File: src/rtl/mem_stage.sv
// mem_stage: memory-access stage of the RV64IM pipeline.
// Accepts the execute-stage result, performs loads/stores over a 64-bit
// request/ready data bus, aligns and extends load data, and registers the
// writeback result for the write-back stage.
//
// Ports:
//   clk, rst                  clock, synchronous active-high reset
//   valid_i ... exit_i        execute-stage result and memory-op controls
//   stall_o                   upstream must hold its outputs (bus access open)
//   dbus_*                    data-bus request / response
//   valid_o ... exit_o        registered write-back outputs
//   misalign_o                one-cycle pulse for a misaligned access
//
// state | meaning
// ------+-----------------------------------------------------------
// IDLE  | ready to accept; non-mem ops retire in one cycle
// BUS   | captured load/store driven on the bus until dbus_ready_i
module mem_stage (
    input  logic        clk,
    input  logic        rst,
    input  logic        valid_i,
    input  logic [63:0] aluout_i,
    input  logic [4:0]  rf_rd_i,
    input  logic        rf_wen_i,
    input  logic        mem_en_i,
    input  logic        mem_we_i,
    input  logic [1:0]  mem_size_i,
    input  logic        mem_unsigned_i,
    input  logic [63:0] store_data_i,
    input  logic [63:0] pc_i,
    input  logic        exit_i,
    output logic        stall_o,
    output logic        dbus_req_o,
    output logic        dbus_we_o,
    output logic [63:0] dbus_addr_o,
    output logic [63:0] dbus_wdata_o,
    output logic [7:0]  dbus_wstrb_o,
    input  logic        dbus_ready_i,
    input  logic [63:0] dbus_rdata_i,
    output logic        valid_o,
    output logic [4:0]  rf_rd_o,
    output logic        rf_wen_o,
    output logic [63:0] wdata_o,
    output logic [63:0] pc_o,
    output logic        exit_o,
    output logic        misalign_o
);

    typedef enum logic {IDLE, BUS} state_t;

    state_t      state, state_nxt;

    logic [63:0] cap_addr;
    logic        cap_we;
    logic [1:0]  cap_size;
    logic        cap_uns;
    logic [63:0] cap_sdata;
    logic [4:0]  cap_rd;
    logic        cap_wen;
    logic [63:0] cap_pc;
    logic        cap_exit;

    logic        in_misaligned;
    logic [63:0] rdata_shift;
    logic [63:0] load_val;
    logic [7:0]  size_mask;

    // Natural alignment: offset must be a multiple of the access size.
    always_comb begin
        in_misaligned = 1'b0;
        case (mem_size_i)
            2'd0: in_misaligned = 1'b0;
            2'd1: in_misaligned = aluout_i[0];
            2'd2: in_misaligned = |aluout_i[1:0];
            2'd3: in_misaligned = |aluout_i[2:0];
        endcase
    end

    always_ff @(posedge clk) begin
        if (rst) begin
            state <= IDLE;
        end else begin
            state <= state_nxt;
        end
    end

    always_comb begin
        state_nxt    = state;
        dbus_req_o   = 1'b0;
        dbus_we_o    = 1'b0;
        dbus_addr_o  = 64'd0;
        dbus_wdata_o = 64'd0;
        dbus_wstrb_o = 8'd0;
        size_mask    = 8'h00;
        case (cap_size)
            2'd0: size_mask = 8'h01;
            2'd1: size_mask = 8'h03;
            2'd2: size_mask = 8'h0F;
            2'd3: size_mask = 8'hFF;
        endcase
        case (state)
            IDLE: begin
                if (valid_i && mem_en_i && !in_misaligned) begin
                    state_nxt = BUS;
                end
            end
            BUS: begin
                dbus_req_o  = 1'b1;
                dbus_we_o   = cap_we;
                dbus_addr_o = {cap_addr[63:3], 3'b000};
                if (cap_we) begin
                    dbus_wdata_o = cap_sdata << {cap_addr[2:0], 3'b000};
                    dbus_wstrb_o = size_mask << cap_addr[2:0];
                end
                if (dbus_ready_i) begin
                    state_nxt = IDLE;
                end
            end
            default: state_nxt = IDLE;
        endcase
    end

    assign stall_o = (state == BUS);

    // Move the addressed bytes to the bottom, then extend to 64 bits.
    assign rdata_shift = dbus_rdata_i >> {cap_addr[2:0], 3'b000};

    always_comb begin
        load_val = rdata_shift;
        case (cap_size)
            2'd0: load_val = {{56{~cap_uns & rdata_shift[7]}},  rdata_shift[7:0]};
            2'd1: load_val = {{48{~cap_uns & rdata_shift[15]}}, rdata_shift[15:0]};
            2'd2: load_val = {{32{~cap_uns & rdata_shift[31]}}, rdata_shift[31:0]};
            2'd3: load_val = rdata_shift;
        endcase
    end

    always_ff @(posedge clk) begin
        if (rst) begin
            valid_o    <= 1'b0;
            rf_rd_o    <= 5'd0;
            rf_wen_o   <= 1'b0;
            wdata_o    <= 64'd0;
            pc_o       <= 64'd0;
            exit_o     <= 1'b0;
            misalign_o <= 1'b0;
            cap_addr   <= 64'd0;
            cap_we     <= 1'b0;
            cap_size   <= 2'd0;
            cap_uns    <= 1'b0;
            cap_sdata  <= 64'd0;
            cap_rd     <= 5'd0;
            cap_wen    <= 1'b0;
            cap_pc     <= 64'd0;
            cap_exit   <= 1'b0;
        end else begin
            valid_o    <= 1'b0;
            rf_wen_o   <= 1'b0;
            misalign_o <= 1'b0;
            if (state == IDLE && valid_i) begin
                if (!mem_en_i) begin
                    valid_o  <= 1'b1;
                    wdata_o  <= aluout_i;
                    rf_rd_o  <= rf_rd_i;
                    rf_wen_o <= rf_wen_i;
                    pc_o     <= pc_i;
                    exit_o   <= exit_i;
                end else if (in_misaligned) begin
                    // Faulting address is reported on wdata_o.
                    valid_o    <= 1'b1;
                    misalign_o <= 1'b1;
                    wdata_o    <= aluout_i;
                    rf_rd_o    <= rf_rd_i;
                    pc_o       <= pc_i;
                    exit_o     <= exit_i;
                end else begin
                    cap_addr  <= aluout_i;
                    cap_we    <= mem_we_i;
                    cap_size  <= mem_size_i;
                    cap_uns   <= mem_unsigned_i;
                    cap_sdata <= store_data_i;
                    cap_rd    <= rf_rd_i;
                    cap_wen   <= rf_wen_i;
                    cap_pc    <= pc_i;
                    cap_exit  <= exit_i;
                end
            end else if (state == BUS && dbus_ready_i) begin
                valid_o  <= 1'b1;
                rf_rd_o  <= cap_rd;
                rf_wen_o <= cap_we ? 1'b0 : cap_wen;
                wdata_o  <= cap_we ? 64'd0 : load_val;
                pc_o     <= cap_pc;
                exit_o   <= cap_exit;
            end
        end
    end

endmodule

File: config.mk
export PLATFORM = sky130hd
export DESIGN_NAME = mem_stage
export DESIGN_NICKNAME = d
export VERILOG_FILES = /design/src/rtl/mem_stage.sv
export SDC_FILE = /design/constraint.sdc
export NUM_CORES = 1
export LEC_CHECK = 0
export BUFFER_PORTS_ARGS = -buffer_cell sky130_fd_sc_hd__buf_2
export CAP_MARGIN = 20
export CORE_MARGIN = 5
export CORE_UTILIZATION = 40
export DETAILED_ROUTE_END_ITERATION = 16
export PLACE_DENSITY = 0.76
export RECOVER_POWER = 25
export SETUP_SLACK_MARGIN = 0.3
export SYNTH_ARGS = -nofsm -noshare
export SYNTH_HDL_FRONTEND = slang
export SYNTH_SLANG_ARGS = --single-unit
File: constraint.sdc
create_clock -name clk -period 6.2 [get_ports clk]
set_input_delay 0 -clock clk [delete_from_list [all_inputs] [get_ports clk]]
set_output_delay 0 -clock clk [all_outputs]
set_load 0.02 [all_outputs]
Yosys cells after proc, flatten, opt, wreduce, memory -nomap -nowiden
Index checks and enable logic that the tools add are counted.

Bits in registers: 341. Bits of input ports: 272. Output and inout bits: 276.

Equality and inequality tests: 7. Shifts and indexed selects: 3. Mux-type cells: 38. Bitwise logic cells: 8. Reduce and logical (&&, ||, !) cells: 13.

Operators by type and width (count): 64-bit two-way mux (12); 64-bit case mux with 4 select lines (1); 64-bit by 6-bit << shifter with 64-bit output (1); 64-bit by 6-bit >> shifter with 64-bit output (1); 8-bit case mux with 4 select lines (1); 5-bit two-way mux (4); 1-bit two-way mux (16); 8-bit two-way mux (2); 2-bit equality test, second input constant (4); 8-bit by 3-bit << shifter with 8-bit output (1); 3-bit OR reduction (2); 1-bit inverter (5); 2-bit by 1-bit equality test with 1-bit output, second input constant (2); 1-bit logical AND (4); 2-bit logical NOT (2); 1-bit case mux with 4 select lines (1); 1-bit bitwise AND (3); 3-bit inequality test, second input constant (1); 3-bit AND reduction (1); 1-bit case mux with 2 select lines (1); 2-bit AND reduction (1); 2-bit nonzero test (1); 2-bit OR reduction (1); 1-bit logical NOT (1).

Depth between registers and ports, before layout
Depth in word-level cells: 6. Depth in mapped cells: 9. Gate-level depth less buffers: 5.

Worst setup path before layout
Ideal clock, no wire load.

Kind: register -> output. Start: register cap_addr[0]. End: output port dbus_wstrb_o[6]. Data arrival time: 2.098 ns. Setup slack: 4.102 ns. Stages on the path, launching flop included: 8. Buffers on the path: 5. Path through: dfxtp_1 buf_6 buf_4 buf_2 buf_2 buf_2 a211oi_1 nor4_1.

Cells in the longest elaborated chain, start to end: 3.

Ends and longest elaborated chain: start: declaration (RTL line 53) `logic [63:0] cap_addr;`; start signal: assignment (RTL line 177) `cap_addr <= aluout_i;`; 8-bit by 3-bit << shifter with 8-bit output (RTL line 113) `dbus_wstrb_o = size_mask << cap_addr[2:0];`; 8-bit two-way mux (RTL line 111) `if (cap_we) begin`; 8-bit two-way mux (RTL line 101) `case (state)`; end: declaration (RTL line 37) `output logic [7:0] dbus_wstrb_o,`.

Every way passes these cells.

Worst setup path after layout
Start: register state, in the netlist stall_o. End: output port dbus_wdata_o[12].

Cells in the longest elaborated chain, start to end: 1.

Ends and longest elaborated chain: start: declaration (RTL line 51) `state_t state, state_nxt;`; start signal: assignment (RTL line 83) `state <= state_nxt;`; 64-bit two-way mux (RTL line 101); end: declaration (RTL line 36) `output logic [63:0] dbus_wdata_o,`.

Every way passes these cells.

==> impl_metrics.json <==
{
  "status": "complete, but fails checks",
  "violations": "hold timing, capacitance limit, slew limit",
  "dp_hpwl_mm": 49.6,
  "coreArea_um2": 43300,
  "clockBufferDepth": 3,
  "clock_sinks": 341,
  "path_buf_inv": 4,
  "p_leak_uw": 0.00953,
  "cts.reportedPaths.clkPinSlew_ps": 60,
  "clock_skew_ps": 19.6,
  "critPathMaxFanout": 68,
  "required_ps": 6200,
  "timing.rr.end": "pc_o[52]",
  "die_y_um": 220,
  "synth_ff_type": "dfxtp_1",
  "yosysUniqueCellTypes": 53,
  "max_stage_delay_ps": 2090,
  "crit_chain": "clkbuf_1 -> nand2_1 -> buf_4 -> nor2_2 -> buf_16 -> nand2_1 -> nor2_1 -> buf_2",
  "io_buffers": 544,
  "io_pins": 548,
  "drc": 0,
  "cpMostUsedCell": "nand2_1",
  "fp-row-count": 76,
  "routedWlPerCell_um": 22.1,
  "period_needed_ps": 4920,
  "globalRouteMet1Util_pct": 34.3,
  "period_share_pct": 79.4,
  "detail-route-antenna-nets": 0,
  "critPathTopFamily": "buffers and inverters",
  "synth_seq_cells": 341,
  "setup_viol": 0,
  "power_density_nw_per_um2": 247,
  "max_cap_violations": 1,
  "relSlewSlack_pct": -98.5,
  "gp_congestion": 0.938,
  "numCtsBuffers": 38,
  "root_buffer": "clkbuf_16",
  "critPathLaunch": "stall_o",
  "start_util_pct": 40.6,
  "vias_per_cell": 5.74,
  "hold_viol_final": 1,
  "reg2reg_slack_ps": 1410,
  "synth_warnings": 0,
  "post_route_cells_drive_above_1_share_pct": 20.7,
  "overflow": 0,
  "die_area_um2": 48300,
  "fin_hold_ws_ps": -6.86,
  "synth_cells": 2131,
  "cp-end-kind": "output pin",
  "cts_tree": "built",
  "synth-async-reset-ratio_pct": 0,
  "busiest_layer": "met2",
  "clock.fmax_ghz": 0.203,
  "vias": 19500,
  "critPathKind": "flop to output pin",
  "grt_setup_unrepaired": "no",
  "clock_latency_ps": 570,
  "nets": 3048,
  "final-seq-area_um2": 6840,
  "synth-edff-count": 0,
  "layout_common_cells": "448 x nand2_1, 392 x buf_2, 337 x dfxtp_1, 270 x a21oi_1, 242 x dlygate4sd3_1",
  "vdd_drop_max_mv": 0.201,
  "synth_area_um2": 17600,
  "syn_avg_cell_area_um2": 8.25,
  "tightest_slew_ps": 2980,
  "drt_wl_total_mm": 75.3,
  "track_usage_pct": 29.4,
  "grt_use_met3_pct": 7.31,
  "r2r_start": "stall_o",
  "cpMaxStageDelayCell": "clkbuf_1",
  "finalWorstSetupSlack_ps": 1280,
  "dp_slack_ps": 2710,
  "crit_arrival_ps": 4920,
  "use_met2_pct": 50.3,
  "synth-seq-area-share_pct": 38.8,
  "reg2reg_depth": 6,
  "cp-start-kind": "flop",
  "hp-class": "primary input to flop",
  "setup-tns-final_ps": 0,
  "fill_cells": 3725,
  "antenna_found_initial": 14,
  "synthToLayoutAreaGrowth_pct": 36.5,
  "layout.cells.most_common": "nand2_1",
  "multi_input_comb_area_um2": 9880,
  "slew_violations": 69,
  "worst-path-stages": 8,
  "grt_pass1_wl_mm": 113,
  "crit_path_end": "dbus_wdata_o[12]",
  "drtPass1Iterations": 6,
  "grt_start_max_net_pins": 217,
  "dieWidth_um": 220,
  "post-cts-setup-buffers": 0,
  "grt_pass1_vias": 19400,
  "drt-initial-drc-count": 2087,
  "cts_max_level": 2
}
Yosys cell counts (2+ instances only):
master     instances  share of area, %
a211o_1            6              0.30
a211oi_1         111               4.7
a211oi_2          26               1.9
a21oi_1          270               7.7
a221oi_1           7              0.35
a22o_1             7              0.35
a22oi_1            9              0.38
a32o_1             7              0.40
and2_0             2             0.071
and2_1            97               3.5
and3_1            17              0.60
buf_1             12              0.26
buf_2             54               1.5
buf_4             14              0.60
buf_6              5              0.32
clkbuf_1         121               2.6
dfxtp_1          341                39
inv_1              4             0.085
mux2_2            13              0.83
mux2i_1          170               9.7
mux4_2            46               5.9
nand2_1          448               9.6
nand3_1            4              0.11
nand3b_1           4              0.17
nor2_1           210               4.5
nor2b_1            5              0.18
nor3_1            20              0.57
nor4_1             3              0.11
o21ai_0           12              0.34
o21ai_1            8              0.23
o22ai_1            8              0.28
o2bb2ai_1          6              0.30
o31ai_1           40               1.7
o32ai_1            2              0.10
or2_2              4              0.14
registers in the layout (all words and copies together), names as in the netlist, 2 cells and up:
name	count
rf_rd_o	5
cap_pc	64
cap_addr	64
pc_o	64
cap_size	2
wdata_o	64
cap_rd	5
cap_sdata	64
kinds of logic after synthesis:
kind of cell,count (synthesis),share of synthesized area [%]
other,1,0.0213
AND/OR/NAND/NOR,817,19.6
flip-flops,341,38.8
buffers and inverters,212,5.42
AO/OA/AOI/OAI,531,19.8
multiplexers,229,16.4
power by group:
part           switching [µW]  internal [µW]  leakage [µW]
clock                     989           1410      0.000641
combinational             678            427       0.00610
sequential                100           2320       0.00279
total                    1770           4160       0.00953
through the flow:
step,instances,cell area [µm²],util [%],hold slack (ps),total power (µW)
detailed placement,3077,20400,47.1,248,3450
finish,3399,24000,55.5,-6.86,5930
floorplan,2133,17600,-,118,3070
global placement,3077,20400,47.1,245,3420
CTS,3384,24100,55.7,0.992,5950
global route,3395,24000,55.5,41.0,6140
worst min-delay path by stage:
stage / from / endpoint / slack (ps) / cells past startpoint
floorplan: mem_en_i / misalign_o / 120 / 2
global placement: store_data_i[24] / cap_sdata[24] / 250 / 3
detailed placement: store_data_i[3] / cap_sdata[3] / 250 / 3
CTS: rst / cap_addr[1] / 1 / 2
global route: rst / cap_addr[0] / 40 / 2
finish: rst / cap_sdata[29] / -7 / 2
layout make-up:
type	instances	area share, %
antenna	13	0.136
clock buffer	46	4.30
clock inverter	19	1.14
inverter	6	0.0938
multi-input combinational	1580	41.2
sequential	341	28.5
tap	585	3.05
timing repair buffer	809	21.6
repair_timing:
| action | CTS | global route |
|---|---|---|
| resized for setup | 0 | 0 |
| hold buffers | 242 | 0 |
| endpoints found under the hold margin | 340 | 0 |
routing by layer:
layer  vias to the layer above  wire (µm)
met5                         -         57
met4                         8       4340
met3                       295       7070
met2                      1193      35800
met1                      9246      28000
li1                       8752          -
No activity file was read; power rests on OpenSTA's default activity.
